File: src/rtl/fm_hdmi_rx_if.sv
// rtl/fm_hdmi_rx_if.sv - HDMI 16-bit YCbCr 4:2:2 input bus and RGB output bus of fm_hdmi_rx
interface fm_hdmi_rx_if;
  logic        i_hd_vsync;
  logic        i_hd_hsync;
  logic        i_hd_de;
  logic [15:0] i_hd_d;
  logic        o_vsync;
  logic        o_hsync;
  logic        o_de;
  logic [7:0]  o_r;
  logic [7:0]  o_g;
  logic [7:0]  o_b;
  logic        o_chroma_err;

  modport master (
    output i_hd_vsync, i_hd_hsync, i_hd_de, i_hd_d,
    input  o_vsync, o_hsync, o_de, o_r, o_g, o_b, o_chroma_err
  );

  modport slave (
    input  i_hd_vsync, i_hd_hsync, i_hd_de, i_hd_d,
    output o_vsync, o_hsync, o_de, o_r, o_g, o_b, o_chroma_err
  );
endinterface

File: src/rtl/fm_hdmi_rx.sv
// rtl/fm_hdmi_rx.sv - YCbCr 4:2:2 HDMI receiver to RGB; optional PP_HDMI_RX_NEG_IN_EN negedge data capture
module fm_hdmi_rx #(
  parameter bit         P_LIMITED_RANGE = 1'b1,
  parameter logic [7:0] P_CHROMA_PAD    = 8'd128
) (
  input logic         clk_v,
  input logic         rst_x,
  fm_hdmi_rx_if.slave hd
);

  localparam logic signed [17:0] K_Y    = P_LIMITED_RANGE ? 18'sd298 : 18'sd256;
  localparam logic signed [17:0] K_YOFF = P_LIMITED_RANGE ? 18'sd16  : 18'sd0;
  localparam logic signed [17:0] K_RCR  = P_LIMITED_RANGE ? 18'sd409 : 18'sd359;
  localparam logic signed [17:0] K_GCR  = P_LIMITED_RANGE ? 18'sd208 : 18'sd183;
  localparam logic signed [17:0] K_GCB  = P_LIMITED_RANGE ? 18'sd100 : 18'sd88;
  localparam logic signed [17:0] K_BCB  = P_LIMITED_RANGE ? 18'sd516 : 18'sd454;

  logic [15:0] in_d;
  logic        in_de;
  logic        in_vs;
  logic        in_hs;

`ifdef PP_HDMI_RX_NEG_IN_EN
  logic [15:0] d_n;
  logic        de_n;
  logic        vs_p;
  logic        hs_p;

  // Data and DE are captured mid-cycle for extra setup margin from the receiver chip
  always_ff @(negedge clk_v or negedge rst_x) begin
    if (!rst_x) begin
      d_n  <= 16'd0;
      de_n <= 1'b0;
    end else begin
      d_n  <= hd.i_hd_d;
      de_n <= hd.i_hd_de;
    end
  end

  // Syncs take one extra posedge so they line up with the negedge data path
  always_ff @(posedge clk_v or negedge rst_x) begin
    if (!rst_x) begin
      vs_p <= 1'b1;
      hs_p <= 1'b1;
    end else begin
      vs_p <= hd.i_hd_vsync;
      hs_p <= hd.i_hd_hsync;
    end
  end

  assign in_d  = d_n;
  assign in_de = de_n;
  assign in_vs = vs_p;
  assign in_hs = hs_p;
`else
  assign in_d  = hd.i_hd_d;
  assign in_de = hd.i_hd_de;
  assign in_vs = hd.i_hd_vsync;
  assign in_hs = hd.i_hd_hsync;
`endif

  // S1 input registers
  logic [7:0] y1, c1;
  logic       de1, vs1, hs1, hs1_d;
  logic       ph_q, ph1;

  // S2
  logic [7:0] y2, c2;
  logic       de2, ph2, vs2, hs2;

  // S3 rebuilt 4:4:4 pixel
  logic [7:0] y3, cb3, cr3, pair_cb, pair_cr;
  logic       de3, err3, vs3, hs3;

  // S4 products
  logic signed [17:0] y_off, cb_off, cr_off;
  logic signed [17:0] p_yt, p_rcr, p_gcr, p_gcb, p_bcb;
  logic               de4, err4, vs4, hs4;

  // S5 rounded sums, two guard bits above the 18-bit products
  logic [19:0] s_r, s_g, s_b;
  logic        de5, err5, vs5, hs5;

  function automatic logic [19:0] sx(input logic [17:0] v);
    return {{2{v[17]}}, v};
  endfunction

  function automatic logic [7:0] clamp8(input logic signed [19:0] v);
    logic signed [19:0] sh;
    sh = v >>> 8;
    if (sh[19])
      return 8'd0;
    else if (|sh[18:8])
      return 8'd255;
    else
      return sh[7:0];
  endfunction

  // A new line (DE low) or an hsync rise inside DE forces the pixel to carry Cb
  assign ph1 = (hs1 & ~hs1_d) ? 1'b0 : ph_q;

  // S1 capture, hsync history and chroma phase tracking
  always_ff @(posedge clk_v or negedge rst_x) begin
    if (!rst_x) begin
      y1    <= 8'd0;
      c1    <= 8'd0;
      de1   <= 1'b0;
      vs1   <= 1'b1;
      hs1   <= 1'b1;
      hs1_d <= 1'b1;
      ph_q  <= 1'b0;
    end else begin
      y1    <= in_d[15:8];
      c1    <= in_d[7:0];
      de1   <= in_de;
      vs1   <= in_vs;
      hs1   <= in_hs;
      hs1_d <= hs1;
      ph_q  <= de1 ? ~ph1 : 1'b0;
    end
  end

  // S2 delay so the partner pixel of a Cb pixel is visible in S1
  always_ff @(posedge clk_v or negedge rst_x) begin
    if (!rst_x) begin
      y2  <= 8'd0;
      c2  <= 8'd0;
      de2 <= 1'b0;
      ph2 <= 1'b0;
      vs2 <= 1'b1;
      hs2 <= 1'b1;
    end else begin
      y2  <= y1;
      c2  <= c1;
      de2 <= de1;
      ph2 <= de1 & ph1;
      vs2 <= vs1;
      hs2 <= hs1;
    end
  end

  // S3 chroma upsampling: Cb pixel borrows Cr from its neighbour, Cr pixel reuses the pair
  always_ff @(posedge clk_v or negedge rst_x) begin
    if (!rst_x) begin
      y3      <= 8'd0;
      cb3     <= 8'd0;
      cr3     <= 8'd0;
      pair_cb <= 8'd0;
      pair_cr <= 8'd0;
      de3     <= 1'b0;
      err3    <= 1'b0;
      vs3     <= 1'b1;
      hs3     <= 1'b1;
    end else begin
      de3  <= de2;
      vs3  <= vs2;
      hs3  <= hs2;
      err3 <= 1'b0;
      if (de2 && !ph2 && de1) begin
        y3      <= y2;
        cb3     <= c2;
        cr3     <= c1;
        pair_cb <= c2;
        pair_cr <= c1;
      end else if (de2 && !ph2) begin
        y3   <= y2;
        cb3  <= c2;
        cr3  <= P_CHROMA_PAD;
        err3 <= 1'b1;
      end else if (de2) begin
        y3  <= y2;
        cb3 <= pair_cb;
        cr3 <= pair_cr;
      end else begin
        y3  <= 8'd0;
        cb3 <= 8'd0;
        cr3 <= 8'd0;
      end
    end
  end

  assign y_off  = $signed({10'd0, y3})  - K_YOFF;
  assign cb_off = $signed({10'd0, cb3}) - 18'sd128;
  assign cr_off = $signed({10'd0, cr3}) - 18'sd128;

  // S4 coefficient products
  always_ff @(posedge clk_v or negedge rst_x) begin
    if (!rst_x) begin
      p_yt  <= 18'sd0;
      p_rcr <= 18'sd0;
      p_gcr <= 18'sd0;
      p_gcb <= 18'sd0;
      p_bcb <= 18'sd0;
      de4   <= 1'b0;
      err4  <= 1'b0;
      vs4   <= 1'b1;
      hs4   <= 1'b1;
    end else begin
      p_yt  <= K_Y   * y_off;
      p_rcr <= K_RCR * cr_off;
      p_gcr <= K_GCR * cr_off;
      p_gcb <= K_GCB * cb_off;
      p_bcb <= K_BCB * cb_off;
      de4   <= de3;
      err4  <= err3;
      vs4   <= vs3;
      hs4   <= hs3;
    end
  end

  // S5 channel sums with +128 for round-to-nearest on the final shift
  always_ff @(posedge clk_v or negedge rst_x) begin
    if (!rst_x) begin
      s_r  <= 20'd0;
      s_g  <= 20'd0;
      s_b  <= 20'd0;
      de5  <= 1'b0;
      err5 <= 1'b0;
      vs5  <= 1'b1;
      hs5  <= 1'b1;
    end else begin
      s_r  <= sx(p_yt) + sx(p_rcr) + 20'd128;
      s_g  <= sx(p_yt) - sx(p_gcr) - sx(p_gcb) + 20'd128;
      s_b  <= sx(p_yt) + sx(p_bcb) + 20'd128;
      de5  <= de4;
      err5 <= err4;
      vs5  <= vs4;
      hs5  <= hs4;
    end
  end

  // S6 scale, clamp and blank into the output registers
  always_ff @(posedge clk_v or negedge rst_x) begin
    if (!rst_x) begin
      hd.o_r          <= 8'd0;
      hd.o_g          <= 8'd0;
      hd.o_b          <= 8'd0;
      hd.o_de         <= 1'b0;
      hd.o_chroma_err <= 1'b0;
      hd.o_vsync      <= 1'b1;
      hd.o_hsync      <= 1'b1;
    end else begin
      hd.o_r          <= de5 ? clamp8(s_r) : 8'd0;
      hd.o_g          <= de5 ? clamp8(s_g) : 8'd0;
      hd.o_b          <= de5 ? clamp8(s_b) : 8'd0;
      hd.o_de         <= de5;
      hd.o_chroma_err <= de5 & err5;
      hd.o_vsync      <= vs5;
      hd.o_hsync      <= hs5;
    end
  end

endmodule

File: src/flat_wrapper.sv
// flat-port wrapper written by rule: the top's interface ports become plain ports
module fm_hdmi_rx_flat 
#(
  parameter bit         P_LIMITED_RANGE = 1'b1,
  parameter logic [7:0] P_CHROMA_PAD    = 8'd128
)
  (clk_v, rst_x, hd_i_hd_vsync, hd_i_hd_hsync, hd_i_hd_de, hd_i_hd_d, hd_o_vsync, hd_o_hsync, hd_o_de, hd_o_r, hd_o_g, hd_o_b, hd_o_chroma_err);
  fm_hdmi_rx_if hd_i ();
  input logic clk_v;
  input logic rst_x;
  input wire logic [$bits(hd_i.i_hd_vsync)-1:0] hd_i_hd_vsync;
  input wire logic [$bits(hd_i.i_hd_hsync)-1:0] hd_i_hd_hsync;
  input wire logic [$bits(hd_i.i_hd_de)-1:0] hd_i_hd_de;
  input wire logic [$bits(hd_i.i_hd_d)-1:0] hd_i_hd_d;
  output wire logic [$bits(hd_i.o_vsync)-1:0] hd_o_vsync;
  output wire logic [$bits(hd_i.o_hsync)-1:0] hd_o_hsync;
  output wire logic [$bits(hd_i.o_de)-1:0] hd_o_de;
  output wire logic [$bits(hd_i.o_r)-1:0] hd_o_r;
  output wire logic [$bits(hd_i.o_g)-1:0] hd_o_g;
  output wire logic [$bits(hd_i.o_b)-1:0] hd_o_b;
  output wire logic [$bits(hd_i.o_chroma_err)-1:0] hd_o_chroma_err;
  assign hd_i.i_hd_vsync = hd_i_hd_vsync;
  assign hd_i.i_hd_hsync = hd_i_hd_hsync;
  assign hd_i.i_hd_de = hd_i_hd_de;
  assign hd_i.i_hd_d = hd_i_hd_d;
  assign hd_o_vsync = hd_i.o_vsync;
  assign hd_o_hsync = hd_i.o_hsync;
  assign hd_o_de = hd_i.o_de;
  assign hd_o_r = hd_i.o_r;
  assign hd_o_g = hd_i.o_g;
  assign hd_o_b = hd_i.o_b;
  assign hd_o_chroma_err = hd_i.o_chroma_err;
  fm_hdmi_rx #(.P_LIMITED_RANGE(P_LIMITED_RANGE), .P_CHROMA_PAD(P_CHROMA_PAD)) u_core (.clk_v(clk_v), .rst_x(rst_x), .hd(hd_i));
endmodule
File: config.mk
export PLATFORM = sky130hd
export DESIGN_NAME = fm_hdmi_rx_flat
export DESIGN_NICKNAME = d
export VERILOG_FILES = /design/src/rtl/fm_hdmi_rx_if.sv /design/src/rtl/fm_hdmi_rx.sv /design/src/flat_wrapper.sv
export SDC_FILE = /design/constraint.sdc
export NUM_CORES = 1
export LEC_CHECK = 0
export ABC_AREA = 1
export BUFFER_PORTS_ARGS = -buffer_cell sky130_fd_sc_hd__buf_2
export CORE_MARGIN = 3
export CORE_UTILIZATION = 57
export DETAILED_ROUTE_END_ITERATION = 16
export GPL_TIMING_DRIVEN = 0
export PLACE_DENSITY = 0.74
export SLEW_MARGIN = 0
export SYNTH_ARGS = -nofsm -noshare
export SYNTH_HDL_FRONTEND = slang
export SYNTH_SLANG_ARGS = --single-unit
File: constraint.sdc
create_clock -name clk_v -period 4.3 [get_ports clk_v]
set_clock_uncertainty 0.2 [all_clocks]
set_input_delay 0.43 -clock clk_v [delete_from_list [all_inputs] [get_ports clk_v]]
set_output_delay 0.43 -clock clk_v [all_outputs]
set_load 0.02 [all_outputs]
; Yosys cells after proc, flatten, opt, wreduce, memory -nomap -nowiden
; Cells that the tools add are included.
[classes]
reduce_logical = 6
mux = 22
eq_ne = 0
multipliers = 5
div_mod_pow = 0
order_cmp = 0
shifts = 0
add_sub_neg = 10
bitwise = 5
[ops]
columns = op, count
row1 = $mux 8, 18
row2 = $add 20x8->20 const B, 3
row3 = $add 18x18->19, 2
row4 = $sub 20x20->20, 1
row5 = $sub 18x18->19, 1
row6 = $mul 10x18->18 const A, 1
row7 = $mul 5x18->14 const A, 1
row8 = $mul 6x18->16 const A, 1
row9 = $mul 9x18->16 const A, 1
row10 = $mul 9x18->17 const A, 1
row11 = $sub 8x8->9 const B, 2
row12 = $reduce_or 4->1, 3
row13 = $sub 8x5->9 const B, 1
row14 = $mux 1, 4
row15 = $and 1x1->1, 3
row16 = $logic_and 1x1->1, 2
row17 = $not 1->1, 2
row18 = $logic_not 1->1, 1
[word_totals]
mem_count = 0
out_inout_bits = 28
inputBits = 21
reg_bits = 261
latchBits = 0
rom_bits = 0
ram_bits = 0

; Depth between registers and ports, before layout
[logic_depth]
word_depth = 5
depth_mapped = 19

; Worst setup path after synthesis
; No wires, ideal clock.
[synth_timing]
kind = reg2reg
start = reg u_core.y3[4]
end = reg u_core.p_yt[14]
stages_incl_launch_ff = 17
required_time_ps = 3969
path_buffers = 0
setup_slack_ps = 260
arrival_ps = 3710
path_cell_list = dfrtp_1 > inv_1 > ha_1 > nand2_1 > inv_1 > ha_1 > ha_1 > inv_1 > fa_1 > fa_1 > inv_1 > ha_1 > a21oi_1 > o21ai_0 > a21oi_1 > o21ai_0 > xor2_1
[synth_between]
elab_chain_len = 2
[synth_lines]
columns = item, line_no
row1 = "start, declared", fm_hdmi_rx.sv:72  ; logic [7:0] y3, cb3, cr3, pair_cb, pair_cr;
row2 = "start signal, assigned", fm_hdmi_rx.sv:160  ; y3 <= y2;
row3 = "start signal, assigned", fm_hdmi_rx.sv:166  ; y3 <= y2;
row4 = "start signal, assigned", fm_hdmi_rx.sv:171  ; y3 <= y2;
row5 = $sub 8x5->9, fm_hdmi_rx.sv:182  ; assign y_off = $signed({10'd0, y3}) - K_YOFF;
row6 = $mul 9x18->17, fm_hdmi_rx.sv:199  ; p_yt <= K_Y * y_off;
row7 = "end signal, assigned", fm_hdmi_rx.sv:199
row8 = "end, declared", fm_hdmi_rx.sv:77  ; logic signed [17:0] p_yt, p_rcr, p_gcr, p_gcb, p_bcb;
; Every way passes these cells.
; A chain may end at the register's enable or synchronous reset.

; Worst setup path in the final report
[layout_timing]
start = reg u_core.y3[5]
end = reg u_core.p_yt[15]
; Same word-level chain as after synthesis.

==> impl_metrics.tcl <==
set metrics [dict create \
    outcome "finished, final reports clean" \
    dpl_hpwl_mm 23.9 \
    fmax_mhz 242 \
    primary_flip_flop_cell_chosen_by_synthesis_mapping "sky130_fd_sc_hd__dfrtp_1" \
    grt_overflow_total 0 \
    core_sq_um 26100 \
    synthToLayoutAreaGrowth_pct 13.0 \
    floorplan.initialDensity_pct 58.1 \
    synth_area_leaders "sky130_fd_sc_hd__dfrtp_1 36%, sky130_fd_sc_hd__ha_1 20%, sky130_fd_sc_hd__inv_1 8.5%" \
    number_of_enable_flip_flop_cells_after_synthesis 0 \
    worstPathRequired_ns 4.52 \
    synth_largest_area_cell "sky130_fd_sc_hd__dfrtp_1" \
    placement.setup.worst_slack_ns -0.260 \
    total_power_w 0.0131 \
    crit-reg2reg-capture "u_core.p_yt[15]$_DFF_PN0_" \
    clk_root_buffer_cell "sky130_fd_sc_hd__clkbuf_16" \
    n_antenna_cell 0 \
    timing_hold_violations_final 0 \
    r2r_start "u_core.y3[5]$_DFF_PN0_" \
    start_kind "flop" \
    gp_routability_congestion 0.942 \
    worst_path_max_delay_cell "sky130_fd_sc_hd__fa_1" \
    setup_viol 0 \
    track_usage_pct 22.3 \
    first_pass_grt_wire_length_mm 52.6 \
    die_area_sq_um 28600 \
    cellPowerDensity_nw_per_um2 761 \
    ir_drop_mv 0.597 \
    first_pass_iters 8 \
    hold-path-endpoint "u_core.de5$_DFF_PN0_" \
    final_instance_count_excl_fillers 2174 \
    cts_max_path_buffers 3 \
    drv_cap 0 \
    final.fill_count 2119 \
    ys_ff_latch 232 \
    detail-route-antenna-nets 0 \
    detailed_route_via_count 11100 \
    cts-buffers-inserted 25 \
    max_slew.worst_pin.slew_ns 0.522 \
    drt-vias-per-instance 5.12 \
    clock_latency_ns 0.54 \
    worstPathArrival_ns 4.35 \
    final_min_period_over_clock_period_pct 96.0 \
    post-route-min-period_ns 4.13 \
    tritoncts "built" \
    final_worst_setup_slack_ns 0.172 \
    path_max_fanout 4 \
    route.detailed.wl_per_inst_um 14.2 \
    number_of_global_route_vias_before_repair 11100 \
    cts_htree_levels 1 \
    report.final.slew_viol_count 0 \
    critical_path.max_stage_delay_ns 0.54 \
    drt_wl_total_mm 30.8 \
    r2r_slack_ns 0.17 \
    finish.net_count 2118 \
    synth_fp_nets 2015 \
    worst_path_cell_trace "nor3_2, xor2_1, inv_1, ha_1, ha_1, inv_1, fa_1, fa_1, inv_1, ha_4, nand2_1, inv_1, nand2_1, nand2_1, nand3_1, nand2_1, a31oi_1, xnor2_1" \
    synth_async_sr_flop_share_pct 100 \
    clock_pin_slew_of_the_registers_on_the_worst_case_setup_and_hold_paths_ns 0.06 \
    setup-tns-final_ns 0 \
    yosysWarningCount 0 \
    place_inst 2102 \
    holdWs_ns 0.146 \
    synth.distinct_cells 41 \
    worstHoldPathCells 0 \
    reg2reg_depth 18 \
    synthCells 1717 \
    synth_area_sq_um 15200 \
    final_layout_size_suffix_gt1_share_pct 9.08 \
    synth.yosys.seq_area_share_pct 38.3 \
    grt_antenna_before_repair 0 \
    layout.cells.most_common_list "342 x sky130_fd_sc_hd__inv_1, 333 x sky130_fd_sc_hd__nand2_1, 230 x sky130_fd_sc_hd__ha_1, 215 x sky130_fd_sc_hd__dfrtp_1, 86 x sky130_fd_sc_hd__nor2_1" \
    boundaryPins 49 \
    portBuffers 48 \
    cp.depth 18 \
    die_height_um 169 \
    top_area_cell_type_share_of_the_netlist_area_pct 36.2 \
    leakage_dissipation_nw 9.60 \
    cell_family_with_most_cp_delay "adder cells" \
    min-delay-path-class "reg -> reg" \
    holdCritStartpoint "u_core.de4$_DFF_PN0_" \
    setup.worst_path.class "reg -> reg" \
    die_w_um 169 \
    syn_avg_cell_area_sq_um 8.85 \
    grt_start_max_net_pins 107 \
    first_iter_violations 705 \
    std_cell_rows 59 \
    route.detailed.drc 0 \
    relSlewSlack_pct 64.9 \
    clkSinkCount 232 \
    worst-path-buf-inv 4 \
    end_kind "flop" \
    layout.cells.most_common "sky130_fd_sc_hd__inv_1" \
]
==> metal layers <==
| layer | up-vias | GRT usage (%) | share of wire, % |
|---|---|---|---|
| li1 | 5666 | - | - |
| met1 | 5194 | 30.0 | 45 |
| met2 | 224 | 38.7 | 49 |
| met3 | 49 | 2.66 | 3.8 |
| met4 | 0 | 5.58 | 2.3 |
| met5 | - | 0 | 0 |
==> metrics by stage <==
stage	cell area (sq um)	util (%)
after floorplan	15200	-
after CTS	17000	65.1
after global routing	17200	65.7
final	17200	65.7
after detailed placement	15900	60.9
after global placement	15800	60.6
==> power by group <==
group	switching, W	internal, W	leakage, nW
registers	0.000271	0.00279	2.79
logic	0.00498	0.00283	6.37
clock network	0.000902	0.00129	0.429
total	0.00615	0.00692	9.60
==> state kept, by name, indices dropped and copies added, names as in the netlist, 12 cells and up <==
register,count
u_core.p_bcb,13
u_core.p_gcb,16
u_core.p_gcr,12
u_core.p_rcr,18
u_core.p_yt,17
u_core.s_b,12
u_core.s_g,12
u_core.s_r,12
==> Yosys cell counts, types with 2 or more instances <==
master / count
sky130_fd_sc_hd__o21bai_1: 8
sky130_fd_sc_hd__inv_2: 2
sky130_fd_sc_hd__nand3_2: 2
sky130_fd_sc_hd__fa_1: 40
sky130_fd_sc_hd__nand2_1: 335
sky130_fd_sc_hd__o2111ai_1: 4
sky130_fd_sc_hd__xor2_1: 65
sky130_fd_sc_hd__nand4_1: 19
sky130_fd_sc_hd__ha_1: 237
sky130_fd_sc_hd__nand3_1: 79
sky130_fd_sc_hd__clkbuf_1: 8
sky130_fd_sc_hd__or4_1: 3
sky130_fd_sc_hd__a221oi_1: 2
sky130_fd_sc_hd__nor4_1: 2
sky130_fd_sc_hd__nand2_2: 10
sky130_fd_sc_hd__o211ai_1: 2
sky130_fd_sc_hd__nor2_2: 5
sky130_fd_sc_hd__nor3_1: 14
sky130_fd_sc_hd__dfrtp_1: 220
sky130_fd_sc_hd__inv_1: 344
sky130_fd_sc_hd__a21o_1: 5
sky130_fd_sc_hd__nor2_1: 86
sky130_fd_sc_hd__xnor2_1: 23
sky130_fd_sc_hd__o31ai_1: 4
sky130_fd_sc_hd__o21ai_0: 86
sky130_fd_sc_hd__a21boi_0: 2
sky130_fd_sc_hd__a21oi_2: 2
sky130_fd_sc_hd__dfstp_2: 12
sky130_fd_sc_hd__a31oi_1: 3
sky130_fd_sc_hd__o221ai_1: 2
sky130_fd_sc_hd__a21oi_1: 81
==> worst max-delay path by stage <==
stage	from	to	slack, ns
finish	u_core.y3[5]$_DFF_PN0_	u_core.p_yt[15]$_DFF_PN0_	0.17
global route	u_core.y3[5]$_DFF_PN0_	u_core.p_yt[15]$_DFF_PN0_	-0.03
CTS	u_core.y3[4]$_DFF_PN0_	u_core.p_yt[14]$_DFF_PN0_	0.02
detailed placement	u_core.cr3[7]$_DFF_PN0_	u_core.p_rcr[14]$_DFF_PN0_	-0.26
global placement	rst_x	u_core.y1[5]$_DFF_PN0_	-1.20
floorplan	u_core.y3[4]$_DFF_PN0_	u_core.p_yt[14]$_DFF_PN0_	0.26
==> cell type report <==
type                    instances  area (sq um)  area share [%]
plain buffers                   9          35.0           0.204
clock buffers                  31           698            4.07
clock inverters                15           161           0.940
inverters                     346          1300            7.58
multi-input cells            1130          8180            47.6
flip-flops and latches        232          5830            33.9
well taps                     335           419            2.44
repair buffers                 76           551            3.21
==> cells by family (layout without fill, tap and decap cells) <==
family                   after synthesis  in the layout  share of synthesized area (%)
AO/OA/AOI/OAI                        203            203                           7.32
XOR/XNOR                              88             88                           5.07
adder cells (fa/ha/maj)              277            277                           24.8
buffers and inverters                355            477                           8.78
flip-flops                           232            232                           38.3
AND/OR/NAND/NOR                      562            562                           15.7
==> timing repair <==
item | 4_1_cts | 5_1_grt
endpoints found under the setup margin | 8 | 12
pin swaps | 0 | 3
endpoints found under the hold margin | 89 | 0
resized for setup | 8 | 26
setup buffers | 1 | 5
hold buffers | 20 | 0
Note: power is estimated with default switching activity, not from simulation.
